$ cat src/rtl/clock_set_if.sv
// Bundle of button, running-time, load and alarm signals between the front panel,
// the set controller (master) and the digitalClock datapath (slave).
interface clock_set_if;
    logic       btn_mode;
    logic       btn_inc;
    logic       btn_dec;
    logic [4:0] cur_hour;
    logic [5:0] cur_min;
    logic [5:0] cur_sec;
    logic       load;
    logic [4:0] load_hour;
    logic [5:0] load_min;
    logic [5:0] load_sec;
    logic [4:0] alarm_hour;
    logic [5:0] alarm_min;
    logic [5:0] alarm_sec;
    logic       alarm_en;
    logic       ringing;
    logic [2:0] mode;
    logic [4:0] disp_hour;
    logic [5:0] disp_min;

    modport master (
        input  btn_mode, btn_inc, btn_dec, cur_hour, cur_min, cur_sec,
        output load, load_hour, load_min, load_sec, alarm_hour, alarm_min, alarm_sec,
        output alarm_en, ringing, mode, disp_hour, disp_min
    );

    modport slave (
        output btn_mode, btn_inc, btn_dec, cur_hour, cur_min, cur_sec,
        input  load, load_hour, load_min, load_sec, alarm_hour, alarm_min, alarm_sec,
        input  alarm_en, ringing, mode, disp_hour, disp_min
    );
endinterface

$ cat src/rtl/clock_set_controller.sv
// Mode/edit FSM for digitalClock: time load, alarm programming, arm bit and ringing latch.
// Optional snooze (re-ring SNOOZE_MIN later per btn_inc) is built when CLOCK_SNOOZE_EN is defined.
module clock_set_controller #(
    parameter int unsigned TIMEOUT_CYCLES = 30
`ifdef CLOCK_SNOOZE_EN
    , parameter int unsigned SNOOZE_MIN = 5
`endif
) (
    input logic        clk,
    input logic        reset,
    clock_set_if.master bus
);
    localparam int unsigned TW = $clog2(TIMEOUT_CYCLES + 1);

    typedef enum logic [2:0] {
        StRun     = 3'd0,
        StSetHour = 3'd1,
        StSetMin  = 3'd2,
        StAlmHour = 3'd3,
        StAlmMin  = 3'd4,
        StAlmArm  = 3'd5
    } state_e;

    state_e        mode_q, mode_d;
    logic          load_q, load_d;
    logic [4:0]    load_hour_q, load_hour_d;
    logic [5:0]    load_min_q, load_min_d;
    logic [4:0]    alarm_hour_q, alarm_hour_d;
    logic [5:0]    alarm_min_q, alarm_min_d;
    logic          alarm_en_q, alarm_en_d;
    logic          ringing_q, ringing_d;
    logic [4:0]    edit_hour_q, edit_hour_d;
    logic [5:0]    edit_min_q, edit_min_d;
    logic [TW-1:0] tmo_q, tmo_d;

    logic       any_btn, inc_only, dec_only, match_alarm;
    logic [4:0] hour_up, hour_dn;
    logic [5:0] min_up, min_dn;

`ifdef CLOCK_SNOOZE_EN
    logic       snz_act_q, snz_act_d;
    logic [4:0] snz_hour_q, snz_hour_d;
    logic [5:0] snz_min_q, snz_min_d;
    logic       match_snz;
    logic [4:0] base_hour;
    logic [5:0] base_min;
    logic [6:0] min_sum;
`endif

    always_comb begin
        any_btn  = bus.btn_mode | bus.btn_inc | bus.btn_dec;
        inc_only = bus.btn_inc & ~bus.btn_dec;
        dec_only = bus.btn_dec & ~bus.btn_inc;
        hour_up  = (edit_hour_q == 5'd23) ? 5'd0 : edit_hour_q + 5'd1;
        hour_dn  = (edit_hour_q == 5'd0) ? 5'd23 : edit_hour_q - 5'd1;
        min_up   = (edit_min_q == 6'd59) ? 6'd0 : edit_min_q + 6'd1;
        min_dn   = (edit_min_q == 6'd0) ? 6'd59 : edit_min_q - 6'd1;
        match_alarm = (mode_q == StRun) && alarm_en_q && (bus.cur_hour == alarm_hour_q) &&
                      (bus.cur_min == alarm_min_q) && (bus.cur_sec == 6'd0);

        mode_d       = mode_q;
        load_d       = 1'b0;
        load_hour_d  = load_hour_q;
        load_min_d   = load_min_q;
        alarm_hour_d = alarm_hour_q;
        alarm_min_d  = alarm_min_q;
        alarm_en_d   = alarm_en_q;
        ringing_d    = ringing_q;
        edit_hour_d  = edit_hour_q;
        edit_min_d   = edit_min_q;
        tmo_d        = (mode_q == StRun) ? '0 : tmo_q + TW'(1);

`ifdef CLOCK_SNOOZE_EN
        snz_act_d  = snz_act_q;
        snz_hour_d = snz_hour_q;
        snz_min_d  = snz_min_q;
        match_snz  = (mode_q == StRun) && alarm_en_q && snz_act_q &&
                     (bus.cur_hour == snz_hour_q) && (bus.cur_min == snz_min_q) &&
                     (bus.cur_sec == 6'd0);
        // Successive snoozes step on from the previous target, i.e. alarm + n*SNOOZE_MIN.
        base_hour = snz_act_q ? snz_hour_q : alarm_hour_q;
        base_min  = snz_act_q ? snz_min_q : alarm_min_q;
        min_sum   = {1'b0, base_min} + 7'(SNOOZE_MIN);
`endif

        if (ringing_q && any_btn) begin
            // The silencing press is consumed here and does nothing else.
            ringing_d = 1'b0;
`ifdef CLOCK_SNOOZE_EN
            if (bus.btn_inc && !bus.btn_dec && !bus.btn_mode) begin
                snz_act_d = 1'b1;
                if (min_sum >= 7'd60) begin
                    snz_min_d  = 6'(min_sum - 7'd60);
                    snz_hour_d = (base_hour == 5'd23) ? 5'd0 : base_hour + 5'd1;
                end else begin
                    snz_min_d  = min_sum[5:0];
                    snz_hour_d = base_hour;
                end
            end else begin
                snz_act_d = 1'b0;
            end
`endif
        end else begin
            if (bus.btn_mode) begin
                unique case (mode_q)
                    StRun: begin
                        mode_d      = StSetHour;
                        edit_hour_d = bus.cur_hour;
                        edit_min_d  = bus.cur_min;
                    end
                    StSetHour: mode_d = StSetMin;
                    StSetMin: begin
                        mode_d      = StAlmHour;
                        load_d      = 1'b1;
                        load_hour_d = edit_hour_q;
                        load_min_d  = edit_min_q;
                        edit_hour_d = alarm_hour_q;
                        edit_min_d  = alarm_min_q;
                    end
                    StAlmHour: mode_d = StAlmMin;
                    StAlmMin: begin
                        mode_d       = StAlmArm;
                        alarm_hour_d = edit_hour_q;
                        alarm_min_d  = edit_min_q;
`ifdef CLOCK_SNOOZE_EN
                        snz_act_d = 1'b0;
`endif
                    end
                    default: mode_d = StRun;
                endcase
                tmo_d = '0;
            end else if (bus.btn_inc || bus.btn_dec) begin
                unique case (mode_q)
                    StSetHour, StAlmHour: begin
                        if (inc_only) edit_hour_d = hour_up;
                        if (dec_only) edit_hour_d = hour_dn;
                    end
                    StSetMin, StAlmMin: begin
                        if (inc_only) edit_min_d = min_up;
                        if (dec_only) edit_min_d = min_dn;
                    end
                    StAlmArm: begin
                        if (inc_only || dec_only) alarm_en_d = ~alarm_en_q;
                    end
                    default: ;
                endcase
                tmo_d = '0;
            end else if (mode_q != StRun && tmo_q == TW'(TIMEOUT_CYCLES - 1)) begin
                mode_d = StRun;
            end

            if (match_alarm && mode_d == StRun) begin
                ringing_d = 1'b1;
`ifdef CLOCK_SNOOZE_EN
                snz_act_d = 1'b0;
            end else if (match_snz && mode_d == StRun) begin
                ringing_d = 1'b1;
`endif
            end
        end

        if (mode_q > StAlmArm) mode_d = StRun;
        if (mode_d != mode_q) tmo_d = '0;
        if (!alarm_en_d) begin
            ringing_d = 1'b0;
`ifdef CLOCK_SNOOZE_EN
            snz_act_d = 1'b0;
`endif
        end
    end

    always_ff @(posedge clk) begin
        if (reset) begin
            mode_q       <= StRun;
            load_q       <= 1'b0;
            load_hour_q  <= '0;
            load_min_q   <= '0;
            alarm_hour_q <= '0;
            alarm_min_q  <= '0;
            alarm_en_q   <= 1'b0;
            ringing_q    <= 1'b0;
            edit_hour_q  <= '0;
            edit_min_q   <= '0;
            tmo_q        <= '0;
`ifdef CLOCK_SNOOZE_EN
            snz_act_q    <= 1'b0;
            snz_hour_q   <= '0;
            snz_min_q    <= '0;
`endif
        end else begin
            mode_q       <= mode_d;
            load_q       <= load_d;
            load_hour_q  <= load_hour_d;
            load_min_q   <= load_min_d;
            alarm_hour_q <= alarm_hour_d;
            alarm_min_q  <= alarm_min_d;
            alarm_en_q   <= alarm_en_d;
            ringing_q    <= ringing_d;
            edit_hour_q  <= edit_hour_d;
            edit_min_q   <= edit_min_d;
            tmo_q        <= tmo_d;
`ifdef CLOCK_SNOOZE_EN
            snz_act_q    <= snz_act_d;
            snz_hour_q   <= snz_hour_d;
            snz_min_q    <= snz_min_d;
`endif
        end
    end

    assign bus.load       = load_q;
    assign bus.load_hour  = load_hour_q;
    assign bus.load_min   = load_min_q;
    assign bus.load_sec   = '0;
    assign bus.alarm_hour = alarm_hour_q;
    assign bus.alarm_min  = alarm_min_q;
    assign bus.alarm_sec  = '0;
    assign bus.alarm_en   = alarm_en_q;
    assign bus.ringing    = ringing_q;
    assign bus.mode       = mode_q;
    assign bus.disp_hour  = (mode_q == StRun) ? bus.cur_hour : edit_hour_q;
    assign bus.disp_min   = (mode_q == StRun) ? bus.cur_min : edit_min_q;
endmodule

$ cat src/flat_wrapper.sv
// flat-port wrapper written by rule: the top's interface ports become plain ports
module clock_set_controller_flat 
#(
    parameter int unsigned TIMEOUT_CYCLES = 30

)
  (clk, reset, bus_btn_mode, bus_btn_inc, bus_btn_dec, bus_cur_hour, bus_cur_min, bus_cur_sec, bus_load, bus_load_hour, bus_load_min, bus_load_sec, bus_alarm_hour, bus_alarm_min, bus_alarm_sec, bus_alarm_en, bus_ringing, bus_mode, bus_disp_hour, bus_disp_min);
  clock_set_if bus_i ();
  input logic clk;
  input logic reset;
  input wire logic [$bits(bus_i.btn_mode)-1:0] bus_btn_mode;
  input wire logic [$bits(bus_i.btn_inc)-1:0] bus_btn_inc;
  input wire logic [$bits(bus_i.btn_dec)-1:0] bus_btn_dec;
  input wire logic [$bits(bus_i.cur_hour)-1:0] bus_cur_hour;
  input wire logic [$bits(bus_i.cur_min)-1:0] bus_cur_min;
  input wire logic [$bits(bus_i.cur_sec)-1:0] bus_cur_sec;
  output wire logic [$bits(bus_i.load)-1:0] bus_load;
  output wire logic [$bits(bus_i.load_hour)-1:0] bus_load_hour;
  output wire logic [$bits(bus_i.load_min)-1:0] bus_load_min;
  output wire logic [$bits(bus_i.load_sec)-1:0] bus_load_sec;
  output wire logic [$bits(bus_i.alarm_hour)-1:0] bus_alarm_hour;
  output wire logic [$bits(bus_i.alarm_min)-1:0] bus_alarm_min;
  output wire logic [$bits(bus_i.alarm_sec)-1:0] bus_alarm_sec;
  output wire logic [$bits(bus_i.alarm_en)-1:0] bus_alarm_en;
  output wire logic [$bits(bus_i.ringing)-1:0] bus_ringing;
  output wire logic [$bits(bus_i.mode)-1:0] bus_mode;
  output wire logic [$bits(bus_i.disp_hour)-1:0] bus_disp_hour;
  output wire logic [$bits(bus_i.disp_min)-1:0] bus_disp_min;
  assign bus_i.btn_mode = bus_btn_mode;
  assign bus_i.btn_inc = bus_btn_inc;
  assign bus_i.btn_dec = bus_btn_dec;
  assign bus_i.cur_hour = bus_cur_hour;
  assign bus_i.cur_min = bus_cur_min;
  assign bus_i.cur_sec = bus_cur_sec;
  assign bus_load = bus_i.load;
  assign bus_load_hour = bus_i.load_hour;
  assign bus_load_min = bus_i.load_min;
  assign bus_load_sec = bus_i.load_sec;
  assign bus_alarm_hour = bus_i.alarm_hour;
  assign bus_alarm_min = bus_i.alarm_min;
  assign bus_alarm_sec = bus_i.alarm_sec;
  assign bus_alarm_en = bus_i.alarm_en;
  assign bus_ringing = bus_i.ringing;
  assign bus_mode = bus_i.mode;
  assign bus_disp_hour = bus_i.disp_hour;
  assign bus_disp_min = bus_i.disp_min;
  clock_set_controller #(.TIMEOUT_CYCLES(TIMEOUT_CYCLES)) u_core (.clk(clk), .reset(reset), .bus(bus_i));
endmodule
$ cat config.mk
export PLATFORM = sky130hd
export DESIGN_NAME = clock_set_controller_flat
export DESIGN_NICKNAME = d
export VERILOG_FILES = /design/src/rtl/clock_set_if.sv /design/src/rtl/clock_set_controller.sv /design/src/flat_wrapper.sv
export SDC_FILE = /design/constraint.sdc
export NUM_CORES = 1
export LEC_CHECK = 0
export ABC_AREA = 1
export ABC_CLOCK_PERIOD_IN_PS = 1800
export BUFFER_PORTS_ARGS = -buffer_cell sky130_fd_sc_hd__buf_2
export CORE_MARGIN = 5
export CORE_UTILIZATION = 55
export CTS_BUF_LIST = sky130_fd_sc_hd__clkbuf_8
export CTS_CLUSTER_SIZE = 20
export DETAILED_ROUTE_END_ITERATION = 12
export PLACE_DENSITY = 0.82
export SKIP_CTS_REPAIR_TIMING = 1
export SYNTH_ARGS = -nofsm -noshare
export SYNTH_HDL_FRONTEND = slang
export SYNTH_SLANG_ARGS = --single-unit
$ cat constraint.sdc
create_clock -name clk -period 1.8 [get_ports clk]
set_input_delay 0.18 -clock clk [delete_from_list [all_inputs] [get_ports clk]]
set_output_delay 0.18 -clock clk [all_outputs]
set_load 0.01 [all_outputs]
# After elaboration in Yosys (flattened, before gate mapping)
# Index checks and enable logic that the tools add are counted.
# word_totals
ff_bits,44
latch_bits,0
ramBits,0
mem_bits_ro,0
output_inout_bits,51
elab_cells,102
n_memories,0
# op_classes
add_sub_neg,5
mul,0
div_mod_pow,0
n_lt_le_gt_ge,1
n_eq_ne,12
shifts,0
n_mux,35
bitwise_logic,10
n_reduce_logical,28
# op_table
op,count
$mux 5,12
$mux 6,8
$mux 3,6
$pmux 3 s5,1
$logic_not 6->1,2
$pmux 6 s2,1
$add 5x1->5 const B,2
$eq 5x5->1 const B,2
$pmux 5 s2,1
$reduce_and 5->1,2
$logic_and 1x1->1,7
$add 6x1->6 const B,1
$eq 3x2->1 const B,2
$eq 3x3->1 const B,2
$eq 6x6->1,1
$eq 6x6->1 const B,1
$logic_not 3->1,2
$mux 1,6
$not 1->1,6
$reduce_and 3->1,2
$reduce_bool 2->1,3
$reduce_bool 3->1,2
$reduce_or 2->1,3
$reduce_or 3->1,2
11 further kinds,14

# Depth between registers and ports, before layout
# Gate-level depths: netlist of the first run.
# logic_depth
word_depth,10
ltp_mapped,12

# Least setup slack after synthesis of the first run
# OpenSTA, ideal clock, no wires.
# synth_timing
path_type,register -> register
start,reg u_core.mode_q[2] (netlist: u_core.bus.mode[2])
end,reg u_core.edit_min_q[2]
setup_ps,119
arrival_ps,1298
required_time_ps,1681
path_slack_ps,383
stages_incl_launch_ff,10
n_path_buf,1
path_cell_list,dfxtp_1 -> buf_4 -> nor2_4 -> nand2_2 -> nand3_1 -> nand2_1 -> nor2_4 -> inv_2 -> a211oi_1 -> nor2_1
# synth_via
elab_chain_cells,4
# synth_lines
item,line_no,rtl
from (decl),clock_set_controller.sv:24,"state_e mode_q, mode_d;"
from (signal assigned),clock_set_controller.sv:174,mode_q <= StRun;
from (signal assigned),clock_set_controller.sv:191,mode_q <= mode_d;
$eq 3x2->1 or $eq 3x3->1 (tied branches),"clock_set_controller.sv:105, clock_set_controller.sv:133",
$reduce_or 2->1,clock_set_controller.sv:133,unique case (mode_q)
$reduce_bool 2->1 (no line),--,
$reduce_and 5->1 (no line),--,
to (signal assigned),clock_set_controller.sv:200,edit_min_q <= edit_min_d;
to (decl),clock_set_controller.sv:33,"logic [5:0] edit_min_q, edit_min_d;"
# Several ways; a longest one is shown, not always the timed one.
# A chain may end at the register's enable or synchronous reset.

# Worst setup path in the final report of the first run
# layout_timing
start,reg u_core.mode_q[0] (netlist: u_core.bus.mode[0])
end,out bus_disp_hour[0]
# layout_via
elab_chain_cells,2
# layout_lines
item,line_no,rtl
$logic_not 3->1,clock_set_controller.sv:220,assign bus.disp_hour = (mode_q == StRun) ? bus.cur_hour : edit_hour_q;
$mux 5,clock_set_controller.sv:220,
to (decl),flat_wrapper.sv:27,output wire logic [$bits(bus_i.disp_hour)-1:0] bus_disp_hour;
# No other way between the ends.

==> results by group, run 1 <==
Floorplanning
  – FP Rows: 27
  – Initial Util: 55.8%
  – Die area: 0.00706 mm²
  – Die X-Extent: 84.0 µm
  – Core Area: 0.00541 mm²
  – I/O Pins: 73
  – Die height: 84.0 µm

Clocking
  – TritonCTS Buffers: 5
  – Worst-skew pair later-pin latency: 300 ps
  – Worst-path clk slew: 80 ps
  – H-tree depth: 2
  – Clock sinks: 44
  – Clk root buf: clkbuf_8
  – Clock buffer depth: 2
  – CTS tree: built

STA
  – Final Critical Period: 1740 ps
  – FMAX: 0.574 GHz
  – Fin crit share: 96.8%
  – Skew final: 6.04 ps
  – Final hold violations: 0
  – Setup Viol. Count Final: 0
  – Setup_tns: 0 ps
  – Max Slew Vio Count: 0
  – Setup ws final: 56.9 ps

Pwr
  – Final Power: 2.59 mW
  – Lkg Pwr: 1.64 nW
  – Pint: 1.72 mW
  – Sw Share: 33.5%
  – Peak VDD IR: 0.000484 V
  – Share of power burned in registers: 42.6%
  – Net Sw Power: 0.868 mW
  – Power Density: 738 mW/mm²
  – Clock share of power: 27.7%
  – Combinational Power Share: 29.7%

GRT
  – Largest net degree at the start of global routing: 24
  – Number of global-route vias before repair: 2715
  – Aggregate global routing overflow: 0
  – Total track usage: 22.1%
  – First-pass GRT wire length: 13000 µm
  – Initial antenna violation count: 0

Finish
  – Area Growth Syn to Fin: 16.5%
  – Non-Filler Instances: 583
  – Antenna Cells: 0
  – Ratio of cells with drive above 1 in the final layout: 23.1%
  – Nets: 544

Logic synthesis
  – Async set or reset register ratio after synthesis: 0%
  – Register area share after synthesis: 29.2%
  – Synthesis Warnings: 0
  – Yosys reg bits: 44
  – Share of the synthesized area in the top cell type: 29.2%
  – Post-synth EDFFs: 0
  – Mapped Avg Cell Area: 6.73 µm²
  – Top-count cell post-synth: o21ai_0
  – Top cells by area, synth: dfxtp_1, o21ai_0, a21oi_1
  – Synth unique cells: 40
  – Post-synth top cells: o21ai_0, nand2_1, inv_1
  – Post-Synthesis Cells: 448
  – Area leader, netlist: dfxtp_1
  – Synthesized area: 0.00301 mm²
  – Top_reg_cell synth: dfxtp_1

Status
  – Outcome: completed

Place
  – I/O Buffers: 60
  – DP Wirelength: 6260 µm
  – DP Worst Slack: 140 ps
  – # placed instances: 574
  – Gpl congestion: 0.928

Routing
  – Number of remaining DRC errors: 0
  – Wirelength, routed: 8100 µm
  – Post-route ant nets: 0
  – 1st-iter DRT viols: 280
  – Drt pass-1 iters: 5
  – WL per Instance: 13.9 µm
  – Vias post-DR: 3167
  – DR vias/cell: 5.43

Worst setup path
  – Kind of critical path: register to output pin
  – CP arrival: 1560 ps
  – Startpoint class of the critical path: register
  – CP endpoint kind: output pin
  – CP max FO: 23
  – CP required: 1620 ps

Run
  – Max Cap Viol: 0

Worst hold path
  – Worst hold path class: input pin to register
-- cell type report --
class / count / area [µm²]
Timing Repair Buffer: 80 / 463
Clock inverter: 1 / 30.0
Inverter: 61 / 231
Clock buffer: 5 / 68.8
Fill cell: 496 / 1890
Tap cell: 72 / 90.1
Sequential cell: 44 / 887
Multi-Input combinational cell: 320 / 1740
-- logic make-up (layout without fill, tap and decap cells) --
| group | after synthesis | after routing | synth area share (%) |
|---|---|---|---|
| adders and majority gates | 10 | 10 | 4.15 |
| xor gates and xnor gates | 16 | 16 | 4.65 |
| AOI/OAI and AO/OA | 127 | 127 | 22.4 |
| buffers and inverters | 95 | 147 | 14.5 |
| other | 1 | 12 | 0.124 |
| DFF | 44 | 44 | 29.2 |
| and+or+nand+nor | 155 | 155 | 25.0 |
-- flip-flops by register name (all words and copies together), names as in the netlist --
signal,flops
u_core.bus.alarm_hour,5
u_core.bus.load,1
u_core.bus.mode,3
u_core.bus.alarm_en,1
u_core.bus.ringing,1
u_core.bus.load_hour,5
u_core.bus.load_min,6
u_core.edit_hour_q,5
u_core.edit_min_q,6
u_core.bus.alarm_min,6
u_core.tmo_q,5
-- per-layer routing --
layer | wire [µm] | GRT usage (%) | vias up | share of wire, %
met5 | 0 | 0 | - | 0
met4 | 116 | 4.39 | 0 | 1.4
met3 | 728 | 3.55 | 15 | 9.0
met2 | 3650 | 35.1 | 146 | 45
met1 | 3600 | 31.7 | 1429 | 44
li1 | - | - | 1577 | -
-- final timing paths --
| path | end | from | cells after the start | slack, ps |
|---|---|---|---|---|
| setup reg to reg | u_core.edit_min_q[3] | u_core.edit_min_q[0] | 8 | 160 |
| hold reg to reg | u_core.bus.load_hour[4] | u_core.bus.load_hour[4] | 2 | 440 |
| setup / recovery | bus_disp_hour[0] | u_core.bus.mode[0] | 6 | 60 |
| hold / removal | u_core.bus.mode[1] | reset | 2 | 160 |
-- worst max-delay path: stages (launching register included) --
cell and delay (ps):
dfxtp_2 430, inv_2 90, nand2_2 120, nor2_2 60, buf_12 160, o21ai_0 220, buf_2 180
-- through the flow --
step / instance area [µm²] / hold slack, ps / utilization (%)
floorplan: 3060 / 252 / -
global placement: 3380 / 431 / 62.5
detailed placement: 3380 / 437 / 62.5
CTS: 3480 / 169 / 64.4
global route: 3510 / 179 / 65.0
finish: 3510 / 162 / 65.0
-- placed cells by master (no fill, tap or decap), types with 2 or more instances in the layout --
cell type	n
nor3b_1	2
nand2_1	57
nor4_1	2
dfxtp_1	41
nand4_1	7
dfxtp_2	2
o21ai_0	67
nor3_1	3
xnor2_1	6
xor2_1	10
o211ai_1	3
nand2_2	5
o22ai_1	4
a21oi_1	44
nor2_1	34
buf_4	19
buf_2	60
conb_1	12
inv_1	56
inv_2	4
ha_1	10
clkbuf_8	5
or2_2	6
nor2_4	2
o21ai_1	2
a31oi_1	2
nand3_1	27
nor2_2	3
nand3_2	3
-- power groups by stage --
stage,Combinational (mW),Sequential [mW],Clock [mW]
floorplan,0.527,1.10,0
global placement,0.729,1.12,0
detailed placement,0.740,1.12,0
CTS,0.745,1.10,0.728
global route,0.855,1.11,0.761
finish,0.770,1.10,0.718
Note: power is estimated with default switching activity, not from simulation.
==> inputs of run 2 (changes only) <==
CORE_MARGIN = 2   (was 5)
GPL_TIMING_DRIVEN = 0   (was unset)
==> results by group, run 2 (synthesized netlist as in run 1, its figures left out) <==
Worst setup path
  – Slowest CP cell: dfxtp_2
  – Setup crit start: u_core.bus.mode[1]
  – Critical path's most frequent cell: buf_2
  – Kind of critical path: register to output pin
  – Worst-path cell chain: buf_6 > inv_4 > nand2_4 > nor2_4 > buf_2 > nand2_1 > o21ai_0 > buf_2
  – CP required: 1620 ps
  – Slowest stage delay, CP: 330 ps
  – Startpoint class of the critical path: register
  – CP arrival: 1560 ps
  – Critical path buffer and inverter count: 4
  – CP endpoint kind: output pin
  – CP top delay family: buffers and inverters
  – CP max FO: 8
  – Worst R2R Start: u_core.tmo_q[1]
  – R2R Setup Slk: 170 ps

Status
  – Outcome: completed

Finish
  – Ratio of cells with drive above 1 in the final layout: 24.3%
  – Area occupied by multi-input gates: 0.00175 mm²
  – Commonest cells after routing, fill and taps aside: buf_2, o21ai_0, nand2_1
  – Final Util: 69.0%
  – Register area: 886 µm²
  – Nets: 560
  – Antenna Cells: 0
  – Area Growth Syn to Fin: 19.2%
  – Filler cells: 520
  – Commonest non-fill, non-tap cell in the layout: buf_2

Clocking
  – Clock buffer depth: 2
  – H-tree depth: 2
  – Worst-path clk slew: 80 ps
  – Clock sinks: 44
  – Clk root buf: clkbuf_8
  – TritonCTS Buffers: 5
  – Worst-skew pair later-pin latency: 300 ps
  – CTS tree: built

Floorplanning
  – Die area: 0.00609 mm²
  – I/O Pins: 73
  – FP Rows: 26
  – Die height: 78.0 µm
  – Initial Util: 57.9%
  – Core Area: 0.00520 mm²
  – Die X-Extent: 78.0 µm

Routing
  – 1st-iter DRT viols: 221
  – Wirelength, routed: 7990 µm
  – WL per Instance: 13.4 µm
  – Number of remaining DRC errors: 0
  – Drt pass-1 iters: 6
  – Post-route ant nets: 0
  – DR vias/cell: 5.31
  – Vias post-DR: 3170

Worst hold path
  – Worst hold path class: input pin to register
  – Hold wc startpoint: reset

GRT
  – Aggregate global routing overflow: 0
  – First-pass GRT wire length: 12700 µm
  – Largest net degree at the start of global routing: 13
  – Initial antenna violation count: 0
  – Number of global-route vias before repair: 2702
  – Total track usage: 26.0%

STA
  – RSZ-0062 raised after global routing: false
  – Final Critical Period: 1740 ps
  – Skew final: 6.95 ps
  – FMAX: 0.575 GHz
  – Setup Viol. Count Final: 0
  – Max Slew Vio Count: 0
  – Final hold violations: 0
  – Fin crit share: 96.6%
  – Final hold slack: 173 ps

Pwr
  – Clock share of power: 27.7%
  – Share of power burned in registers: 41.9%
  – Lkg Pwr: 1.69 nW
  – Final Power: 2.61 mW
  – Net Sw Power: 0.879 mW
  – Peak VDD IR: 0.000609 V
  – Power Density: 726 mW/mm²
  – Combinational Power Share: 30.4%
  – Sw Share: 33.7%
  – Pint: 1.73 mW

Place
  – I/O Buffers: 60
  – Gpl congestion: 0.920
  – DP Wirelength: 6200 µm

Run
  – Max Cap Viol: 0
-- run 2: cell types whose count changed in the layout (fill, tap and decap cells not counted), sizes merged --
cell	before	now
buf	80	88
clkbuf	5	13
-- run 2: final cells by class --
class,count,share of cell area (%)
buffer,33,5.99
clock buffer,5,1.92
clock inverter,1,0.836
inverter,61,6.51
multi-input combinational,320,48.7
sequential,44,24.7
tap,70,2.44
timing repair buffer,63,8.92
-- run 2: stage by stage --
stage | worst slack, ps | instances | TNS, ps | cell area (µm²)
finish | 61.9 | 597 | 0 | 3590
floorplan | 383 | 459 | 0 | 3060
CTS | -312 | 595 | -2780 | 3540
detailed placement | 7.49 | 589 | 0 | 3440
global placement | 17.9 | 589 | 0 | 3440
global route | 1.16 | 597 | 0 | 3590
-- run 2: path summary, 6_finish.rpt --
| kind | end | cells after the start |
|---|---|---|
| worst min register to register | u_core.bus.load_hour[2] | 2 |
| worst max register to register | u_core.tmo_q[1] | 11 |
| worst max-delay path | bus_disp_min[0] | 8 |
| worst min-delay path | u_core.bus.mode[1] | 2 |
-- run 2: layer usage --
metal  global-route usage (%)  share of wire, %  routed length, µm  up-vias
met5                        0                 0                  0        -
met4                     5.44               1.2                 99        0
met3                     4.60               8.0                638       12
met2                     41.0                44               3530      131
met1                     37.5                47               3730     1421
li1                         -                 -                  -     1606
-- run 2: worst register-to-register path, stage by stage (launching register included) --
cell and delay, ps:
dfxtp_1 360, inv_1 60, ha_1 170, nand3_1 140, o21ai_0 110, nand2_1 70
nand2_1 70, nand2_1 80, nand2_1 70, a21oi_1 150, nand3_2 170, nor2_1 120
-- run 2: power groups by stage --
stage | clock (mW) | combinational (mW) | sequential [mW]
2_1_floorplan | 0 | 0.527 | 1.10
3_3_place_gp | 0 | 0.745 | 1.10
3_5_place_dp | 0 | 0.751 | 1.10
4_1_cts | 0.721 | 0.755 | 1.08
5_1_grt | 0.763 | 0.884 | 1.10
6_report | 0.723 | 0.793 | 1.09
